## config.mk

```make
export PLATFORM = sky130hd
export DESIGN_NAME = interrupt_controller_flat
export DESIGN_NICKNAME = d
export VERILOG_FILES = /design/src/rtl/interrupt_controller_if.sv /design/src/rtl/interrupt_controller.sv /design/src/flat_wrapper.sv
export SDC_FILE = /design/constraint.sdc
export NUM_CORES = 1
export LEC_CHECK = 0
export CAP_MARGIN = 10
export CORE_MARGIN = 5
export CORE_UTILIZATION = 40
export DETAILED_ROUTE_END_ITERATION = 6
export DONT_BUFFER_PORTS = 1
export GPL_ROUTABILITY_DRIVEN = 0
export PLACE_DENSITY = 0.54
export SLEW_MARGIN = 20
export SYNTH_ARGS = -nofsm -noshare
export SYNTH_HDL_FRONTEND = slang
export SYNTH_SLANG_ARGS = --single-unit
```

## constraint.sdc

```tcl
create_clock -name clk -period 1.5 [get_ports clk]
set_input_delay 0.45 -clock clk [delete_from_list [all_inputs] [get_ports clk]]
set_output_delay 0.45 -clock clk [all_outputs]
set_load 0.02 [all_outputs]
```

## src/rtl/interrupt_controller_if.sv

```systemverilog
// interrupt_controller_if: pipeline-side request/stall/stack-push signals of the interrupt controller
interface interrupt_controller_if;
  logic        int_req;
  logic        mem_busy;
  logic        rti_done;
  logic        stall_fetch;
  logic        flush_fd;
  logic        push_en;
  logic        push_sel;
  logic        vec_rd;
  logic [15:0] vec_addr;
  logic        pc_load;
  logic        ack;
  logic        in_isr;
  modport master (
    input  int_req, mem_busy, rti_done,
    output stall_fetch, flush_fd, push_en, push_sel, vec_rd, vec_addr, pc_load, ack, in_isr
  );
  modport slave (
    output int_req, mem_busy, rti_done,
    input  stall_fetch, flush_fd, push_en, push_sel, vec_rd, vec_addr, pc_load, ack, in_isr
  );
endinterface

```

## src/rtl/interrupt_controller.sv

```systemverilog
// interrupt_controller: drains the pipeline, pushes PC and flags, fetches the ISR vector and jumps, one level deep
module interrupt_controller #(
  parameter int          DRAIN_CYCLES = 3,
  parameter logic [15:0] VEC_ADDR     = 16'h0000
) (
  input logic clk,
  input logic reset,
  interrupt_controller_if.master bus
);
  typedef enum logic [2:0] {IDLE, DRAIN, PUSH_PC, PUSH_FLAGS, VECTOR, LOAD} state_t;
  state_t     state, nxt;
  logic [3:0] cnt, cnt_n;
  logic       int_q, pending, rise, isr;
  logic       stall, flush, sel, push_ph, vec_ph, load;
  assign rise = bus.int_req & ~int_q;
  always_comb begin
    nxt   = state;
    cnt_n = cnt;
    case (state)
      IDLE: if ((pending | rise) & ~isr) begin
        nxt   = DRAIN;
        cnt_n = 4'(DRAIN_CYCLES - 1);
      end
      DRAIN: begin
        cnt_n = (cnt == 4'd0) ? 4'd0 : cnt - 4'd1;
        nxt   = (cnt == 4'd0) ? PUSH_PC : DRAIN;
      end
      PUSH_PC:    nxt = bus.mem_busy ? PUSH_PC : PUSH_FLAGS;
      PUSH_FLAGS: nxt = bus.mem_busy ? PUSH_FLAGS : VECTOR;
      VECTOR:     nxt = bus.mem_busy ? VECTOR : LOAD;
      default:    nxt = IDLE;
    endcase
  end
  // Outputs are decoded from the next state so they line up with the state register.
  always_ff @(posedge clk) begin
    if (reset) begin
      state   <= IDLE;
      cnt     <= '0;
      int_q   <= 1'b0;
      pending <= 1'b0;
      isr     <= 1'b0;
      stall   <= 1'b0;
      flush   <= 1'b0;
      sel     <= 1'b0;
      push_ph <= 1'b0;
      vec_ph  <= 1'b0;
      load    <= 1'b0;
    end else begin
      state   <= nxt;
      cnt     <= cnt_n;
      int_q   <= bus.int_req;
      pending <= rise | (pending & (state != LOAD));
      isr     <= (state == LOAD) | (isr & ~((state == IDLE) & bus.rti_done));
      stall   <= nxt != IDLE;
      flush   <= (state == IDLE) & (nxt == DRAIN);
      sel     <= nxt == PUSH_FLAGS;
      push_ph <= (nxt == PUSH_PC) | (nxt == PUSH_FLAGS);
      vec_ph  <= nxt == VECTOR;
      load    <= nxt == LOAD;
    end
  end
  assign bus.stall_fetch = stall;
  assign bus.flush_fd    = flush;
  assign bus.push_en     = push_ph & ~bus.mem_busy;
  assign bus.push_sel    = sel;
  assign bus.vec_rd      = vec_ph & ~bus.mem_busy;
  assign bus.vec_addr    = VEC_ADDR;
  assign bus.pc_load     = load;
  assign bus.ack         = load;
  assign bus.in_isr      = isr;
endmodule

```

## src/flat_wrapper.sv

```systemverilog
// flat-port wrapper written by rule: the top's interface ports become plain ports
module interrupt_controller_flat 
#(
  parameter int          DRAIN_CYCLES = 3,
  parameter logic [15:0] VEC_ADDR     = 16'h0000
)
  (clk, reset, bus_int_req, bus_mem_busy, bus_rti_done, bus_stall_fetch, bus_flush_fd, bus_push_en, bus_push_sel, bus_vec_rd, bus_vec_addr, bus_pc_load, bus_ack, bus_in_isr);
  interrupt_controller_if bus_i ();
  input logic clk;
  input logic reset;
  input wire logic [$bits(bus_i.int_req)-1:0] bus_int_req;
  input wire logic [$bits(bus_i.mem_busy)-1:0] bus_mem_busy;
  input wire logic [$bits(bus_i.rti_done)-1:0] bus_rti_done;
  output wire logic [$bits(bus_i.stall_fetch)-1:0] bus_stall_fetch;
  output wire logic [$bits(bus_i.flush_fd)-1:0] bus_flush_fd;
  output wire logic [$bits(bus_i.push_en)-1:0] bus_push_en;
  output wire logic [$bits(bus_i.push_sel)-1:0] bus_push_sel;
  output wire logic [$bits(bus_i.vec_rd)-1:0] bus_vec_rd;
  output wire logic [$bits(bus_i.vec_addr)-1:0] bus_vec_addr;
  output wire logic [$bits(bus_i.pc_load)-1:0] bus_pc_load;
  output wire logic [$bits(bus_i.ack)-1:0] bus_ack;
  output wire logic [$bits(bus_i.in_isr)-1:0] bus_in_isr;
  assign bus_i.int_req = bus_int_req;
  assign bus_i.mem_busy = bus_mem_busy;
  assign bus_i.rti_done = bus_rti_done;
  assign bus_stall_fetch = bus_i.stall_fetch;
  assign bus_flush_fd = bus_i.flush_fd;
  assign bus_push_en = bus_i.push_en;
  assign bus_push_sel = bus_i.push_sel;
  assign bus_vec_rd = bus_i.vec_rd;
  assign bus_vec_addr = bus_i.vec_addr;
  assign bus_pc_load = bus_i.pc_load;
  assign bus_ack = bus_i.ack;
  assign bus_in_isr = bus_i.in_isr;
  interrupt_controller #(.DRAIN_CYCLES(DRAIN_CYCLES), .VEC_ADDR(VEC_ADDR)) u_core (.clk(clk), .reset(reset), .bus(bus_i));
endmodule
```

# After elaboration in Yosys (flattened, before gate mapping)
# Index checks and enable logic that the tools add are counted.
# totals
word_cells	54
ramBits	0
n_memories	0
inputBits	5
mem_bits_ro	0
latch_bits	0
regBits	16
out_inout_bits	24
# op_classes
reduce_logical	5
muxes	9
n_addsub	1
bitwise_logic	16
mul	0
order_cmp	0
div_mod_pow	0
eq_ne	12
shift	0
# op_table
cell	count
3-bit case mux with 5 select lines	1
3-bit by 2-bit == test with 1-bit output (second input constant)	4
3-bit == test (second input constant)	4
1-bit bitwise AND	8
4-bit two-way mux	2
4-bit case mux with 2 select lines	1
3-bit by 1-bit == test with 1-bit output (second input constant)	2
3-bit two-way mux	2
4-bit zero test	1
1-bit NOT	4
1-bit bitwise OR	4
4-bit by 1-bit subtractor with 4-bit output (second input constant)	1
3-bit zero test	1
3-bit inequality test (second input constant)	1
3-bit nonzero test	1
1-bit two-way mux	2
2-bit two-way mux	1
2-bit by 1-bit inequality test with 1-bit output (second input constant)	1
2-bit AND reduction	1
2-bit nonzero test	1

# Longest topological paths before layout
# Gate-level depths: netlist (run 1).
# depth
ltp_word	8
depth_mapped	6
ltp_nobuf	4

# Worst setup path after synthesis (run 1)
# No wires, ideal clock.
# synth_timing
kind	flip-flop to flip-flop
startpoint	register u_core.state[0]
endpoint	register u_core.vec_ph
t_required_ps	1385
arrival_ps	1246
setup_slack_ps	139
path_stages_with_launch	6
setup_time_ps	115
path_buffers	1
period_less_slack_ps	1361
path_cell_list	dfxtp_1 buf_4 or4b_4 o21ai_2 nor3b_4 and2_1
# synth_via
elab_chain_cells	3
elab_cells_between_ends	8
classes_between	5 x eq/ne; 2 x mux; 1 x reduce/logical
# synth_rtl
element	line_no	source
start: declaration	interrupt_controller.sv:11	state_t state, nxt;
start signal: assignment	interrupt_controller.sv:49	state <= nxt;
3-bit == test (tied with other cells)	interrupt_controller.sv:19	case (state)
3-bit case mux with 5 select lines *	interrupt_controller.sv:19	
3-bit == test *	interrupt_controller.sv:58	vec_ph <= nxt == VECTOR;
end signal: assignment	interrupt_controller.sv:46	vec_ph <= 1'b0;
end signal: assignment	interrupt_controller.sv:58	
end: declaration	interrupt_controller.sv:14	logic stall, flush, sel, push_ph, vec_ph, load;
# Every way passes the cells marked *; elsewhere a longest branch is shown, timed or not.
# A chain may end at the register's enable or synchronous reset.

# Worst setup path in the final report (run 1)
# layout_timing
startpoint	register u_core.state[1]
endpoint	register u_core.vec_ph
# Same word-level chain as after synthesis.

==> impl_metrics.yaml, run 1 <==
grt:
  grt_max_degree: 13
  grt_antenna_before_repair: 0
  grt_pass1_wl_mm: 2.304
  grtUsageTotal: 0.08980
  grt_pass1_vias: 526
  grt_overflow: 0
finish:
  drive_above_1_share: 0.2268
  stdcell_count: 125
  nets: 103
  synthToLayoutAreaGrowth_pct: 1.136
  antenna_cells: 0
floorplan:
  fp.dieH_microns: 56.93
  pin_count: 29
  die_width_microns: 56.93
  fp-row-count: 17
  dieArea_sq_um: 3240
  core_area_sq_um: 2148
  start_util: 0.4100
logic_synthesis:
  syn_inst: 95
  async_reset_ff_frac: 0
  synthXorXnorAreaFrac: 0.009943
  yosysSeqAreaShare: 0.3636
  synth.area.top_cells: "dfxtp_1 (36%), buf_4 (15%), nor2b_1 (3.6%)"
  synth_top_flop_cell: "dfxtp_1"
  synth_edf_count: 0
  synth.area.mux_share: 0.02415
  synth_top_area_cell: "dfxtp_1"
  synth_area_sq_um: 880.8
  synth_cell_type_count: 38
  ys_seq_elements: 16
  synthAdderAreaFrac: 0
  synthSimpleGateAreaFrac: 0.2940
  netlist.area_leader.share: 0.3636
  synth_top_family_by_area: "simple AND/OR/NAND/NOR gates"
  syn_avg_cell_area_sq_um: 9.272
  yosys_warnings: 0
  synth_compound_area_frac: 0.1023
drt:
  detail-route-antenna-nets: 0
  initialDrtViolationCount: 4
  vias_per_cell: 4.688
  wl_per_cell_microns: 11.50
  wirelength_mm: 1.437
  vias: 586
  drc: 0
  dr.pass1.iters: 2
critical_path:
  r2r_slack_ns: 0.10
  cp-end-kind: "flip-flop"
  crit_required_ns: 1.68
  path_max_fanout: 10
  start_kind: "flip-flop"
  arrival_ns: 1.58
  crit_type: "reg2reg"
timing:
  whs_ns: 0.2256
  fin_ws_ns: 0.1014
  finalSetupViolCount: 0
  hold_viol_final: 0
  skew_ns: 0.0008910
  rsz0062_at_grt: "no"
  clock.fmax_ghz: 0.7150
  fin_crit_sh: 0.9324
  fin_crit_ns: 1.399
  finalSetupTns_ns: 0
  drv_slew: 0
clock_network:
  cts_tree: "built"
  numCtsBuffers: 3
  clock_sinks: 16
  hold_buffers: 0
  clkLatencyLatePin_ns: 0.28
  cts_root_buffer: "clkbuf_4"
  clkTransAtPathRegs_ns: 0.09
  cts_max_path_buffers: 2
  htree_levels: 1
min_path:
  hold_path_class: "in2reg"
power_and_ir_drop:
  p_leak_nw: 0.3908
  ir_worst_vdd_mv: 0.6469
  cellPowerDensity_nw_per_um2: 1304
place:
  dpl.hpwl_mm: 1.073
  post-place-ws_ns: 0.02404
  port_buffers: 0
  placed_cells: 120
job:
  max_cap_violations: 0
run_status:
  status: "finished clean"
cells by family after synthesis:
group / Yosys count
flip-flops: 16
AND/OR/NAND/NOR: 36
buffers and inverters: 25
AO/OA/AOI/OAI: 14
multiplexers: 2
XOR/XNOR: 1
other: 1
synth_stat cells (2+ instances only):
library cell  instances
inv_1                 3
nor2_1                8
nor3b_1               3
o21ai_0               3
nor2b_1               5
a31oi_1               2
buf_6                 2
buf_4                18
nor3_1                3
nand2_1               2
dfxtp_1              16
a21oi_1               4
final timing paths:
path,start,endpoint,cells after the start
min reg2reg,u_core.pending,u_core.pending,2
max reg2reg,u_core.state[1],u_core.vec_ph,4
min,reset,u_core.cnt[0],1
max,u_core.state[1],u_core.vec_ph,4
sequential cells by signal, summed over array words and instances (netlist names):
register and flops:
u_core.int_q 1, u_core.push_ph 1, u_core.cnt 4, u_core.bus.flush_fd 1
u_core.vec_ph 1, u_core.bus.ack 1, u_core.bus.stall_fetch 1, u_core.bus.push_sel 1
u_core.state 3, u_core.pending 1, u_core.bus.in_isr 1
area by class of cell:
class,instances,area [sq um]
Clock buffer,4,36.28
Multi-Input combinational cell,69,447.9
Sequential cell,16,322.8
Tap cell,28,35.03
Inverter,3,11.26
Fill cell,214,1257
Timing Repair Buffer,5,37.54
metrics by stage:
stage | power, mW | instance area [sq um] | utilization
finish | 1.162 | 890.9 | 0.4147
global route | 1.247 | 890.9 | 0.4147
CTS | 1.152 | 872.1 | 0.4059
detailed placement | 0.8740 | 835.8 | 0.3891
global placement | 0.8688 | 835.8 | 0.3891
floorplan | 0.8692 | 937.1 | -
critical path, stage by stage (launching register included):
cell     delay (ns)
dfxtp_1        0.41
or4b_4         0.57
o21ai_2        0.09
nor3b_4        0.08
and2_1         0.15
cells in the final DEF (no fill, tap or decap), types with 2 or more instances in the layout:
cell and n:
o21ai_0 3, nand2_1 2, dfxtp_1 14, clkbuf_4 3, nor2b_1 5, nor3b_1 3, nor2_1 8, nor3_1 3
inv_1 3, dfxtp_2 2, a31oi_1 2, buf_4 5, conb_1 16, a21oi_1 4
repair_timing:
action	CTS	global route
endpoints found under the setup margin	0	7
resized for setup	0	4
setup buffers	0	1
report_power, final:
group          internal (mW)  switching (mW)
sequential             0.476          0.0757
combinational          0.160           0.174
clock                  0.148           0.129
total                  0.784           0.378
per-layer routing:
metal / up-vias / track usage / wire length [microns] / share of wire
met5: - / 0 / 0 / 0
met1: 275 / 0.1090 / 613 / 0.43
met2: 19 / 0.1354 / 672 / 0.47
met4: 0 / 0.01987 / 0 / 0
met3: 0 / 0.05517 / 151 / 0.11
li1: 292 / - / - / -
Note: power is estimated with default switching activity, not from simulation.
==> run 2, diff against run 1 <==
--- a/config.mk
+++ b/config.mk
@@ -9,9 +9,9 @@
 export CORE_MARGIN = 5
 export CORE_UTILIZATION = 40
 export DETAILED_ROUTE_END_ITERATION = 6
-export DONT_BUFFER_PORTS = 1
 export GPL_ROUTABILITY_DRIVEN = 0
-export PLACE_DENSITY = 0.54
+export PLACE_DENSITY = 0.71
+export SETUP_SLACK_MARGIN = 0.2
 export SLEW_MARGIN = 20
 export SYNTH_ARGS = -nofsm -noshare
 export SYNTH_HDL_FRONTEND = slang
==> run 2 against run 1 <==
- non-clock buffer count up 17
- first-iteration DRC count rose to 4.3 times the previous value
- final area up 19%
- sequential cell count unchanged
- hold slack better by 0.29 ns
- global-route usage up 0.56 points
- core utilization up 8.0 points
- critical path type is now in2reg
==> impl_metrics.yaml, run 2 (synthesis gave the netlist of run 1 again) <==
clock_network:
  cts_max_path_buffers: 2
  cts_tree: "built"
  clkLatencyLatePin_ns: 0.28
  clock_sinks: 16
  numCtsBuffers: 3
  cts_root_buffer: "clkbuf_4"
  clkTransAtPathRegs_ns: 0.09
  htree_levels: 1
drt:
  drc: 0
  initialDrtViolationCount: 17
  detail-route-antenna-nets: 0
  wl_per_cell_microns: 11.09
  dr.pass1.iters: 4
  vias_per_cell: 4.444
  vias: 631
  wirelength_mm: 1.575
critical_path:
  crit_path_frequent_cell: "buf_6"
  crit_required_ns: 1.68
  cp_num_buf_inv: 3
  cp-end-kind: "flip-flop"
  cp_top_family: "simple AND/OR/NAND/NOR gates"
  path_cells: "buf_6 -> buf_6 -> or4b_4 -> o21ai_4 -> nor3b_4 -> buf_6 -> and2_4"
  r2r-end: "u_core.vec_ph"
  crit_type: "in2reg"
  start_kind: "input port"
  cp_slowest_stage_delay_ns: 0.54
  arrival_ns: 1.60
  r2r_cells: 5
  path_max_fanout: 6
  r2r_slack_ns: 0.10
  r2r_start: "u_core.state[1]"
  cp_slowest_cell: "or4b_4"
run_status:
  status: "finished clean"
place:
  post-place-ws_ns: -0.5786
  port_buffers: 12
  dpl.hpwl_mm: 1.116
  placed_cells: 134
grt:
  grtUsageTotal: 0.09542
  grt_pass1_wl_mm: 2.449
  grt_overflow: 0
  grt_antenna_before_repair: 0
  grt_pass1_vias: 555
  grt_max_degree: 11
floorplan:
  pin_count: 29
  dieArea_sq_um: 3240
  core_area_sq_um: 2148
  fp.dieH_microns: 56.93
  start_util: 0.4100
  die_width_microns: 56.93
  fp-row-count: 17
finish:
  final_common_cell: "conb_1"
  stdcell_count: 142
  nets: 120
  layout_common_cells: "conb_1 (16), buf_4 (10), dfxtp_1 (10)"
  drive_above_1_share: 0.3860
  largest_register: "u_core.cnt"
  largest_reg_flops: 4
  largestRegisters: "u_core.cnt: 4 flops, u_core.state: 3 flops"
  synthToLayoutAreaGrowth_pct: 20.60
  antenna_cells: 0
min_path:
  hold_path_class: "reg2reg"
  hold_path_end: "u_core.bus.in_isr"
  worstHoldStart: "u_core.bus.in_isr"
  hold_depth: 2
timing:
  rsz0062_at_grt: "yes"
  finalSetupViolCount: 0
  skew_ns: 0.004640
  clock.fmax_ghz: 0.7068
  fin_ws_ns: 0.08518
  finalSetupTns_ns: 0
  fin_crit_sh: 0.9432
  fin_crit_ns: 1.415
  drv_slew: 0
  hold_viol_final: 0
power_and_ir_drop:
  p_leak_nw: 0.4893
  ir_worst_vdd_mv: 0.8409
  cellPowerDensity_nw_per_um2: 1198
job:
  max_cap_violations: 0
[run 2: cell count changes in the layout (fill, tap and decap cells not counted), moves of 2 or more]
cell / before / now
buf_2: 0 / 5
clkdlybuf4s50_1: 0 / 2
nor2b_1: 5 / 3
buf_6: 0 / 4
buf_4: 5 / 10
dfxtp_4: 0 / 3
dfxtp_1: 14 / 10
[run 2: routing by layer]
layer | GRT usage | up-vias | routed length [microns]
met3 | 0.04368 | 0 | 74
met4 | 0.01987 | 0 | 0
met1 | 0.1241 | 286 | 716
met2 | 0.1452 | 15 | 784
met5 | 0 | - | 0
li1 | - | 330 | -
[run 2: stage by stage]
step | util | power [mW] | hold slack (ns) | cell area, sq um
final | 0.4945 | 1.273 | 0.5138 | 1062
after global routing | 0.4945 | 1.361 | 0.5573 | 1062
after CTS | 0.4718 | 1.255 | 0.5295 | 1013
after detailed placement | 0.4537 | 0.9461 | 0.5105 | 974.7
after global placement | 0.4537 | 0.9383 | 0.4956 | 974.7
after floorplan | - | 0.8737 | 0.4811 | 940.9
[run 2: worst max path at each step]
stage / startpoint / end / slack, ns / depth (start not counted)
CTS: u_core.state[1] / u_core.vec_ph / 0.07 / 5
global placement: bus_mem_busy / bus_vec_rd / -0.56 / 3
global route: u_core.cnt[1] / u_core.bus.stall_fetch / 0.07 / 5
floorplan: u_core.state[0] / u_core.vec_ph / 0.14 / 5
detailed placement: bus_mem_busy / bus_vec_rd / -0.58 / 3
finish: bus_mem_busy / u_core.vec_ph / 0.09 / 7
[run 2: where the power goes]
| part | switching [mW] | internal (mW) |
|---|---|---|
| Sequential | 0.0474 | 0.481 |
| Clock | 0.133 | 0.148 |
| Combinational | 0.238 | 0.226 |
[run 2: tightest hold or removal path, stage by stage (launching register included)]
cell and delay, ns:
dfxtp_2 0.34, nor2_1 0.10, nor3_1 0.05
[run 2: final cells by class]
class / count / area (sq um)
Inverter: 3 / 11.26
Fill cell: 216 / 1086
Timing Repair Buffer: 22 / 173.9
Clock buffer: 4 / 36.28
Sequential cell: 16 / 335.3
Multi-Input combinational cell: 69 / 470.5
Tap cell: 28 / 35.03
[run 2: what timing repair did]
item | 4_1_cts | 5_1_grt
hold buffers | 0 | 0
buffers inserted | 2 | 2
pin swaps | 5 | 3
resized for setup | 48 | 13
endpoints found under the setup margin | 20 | 15
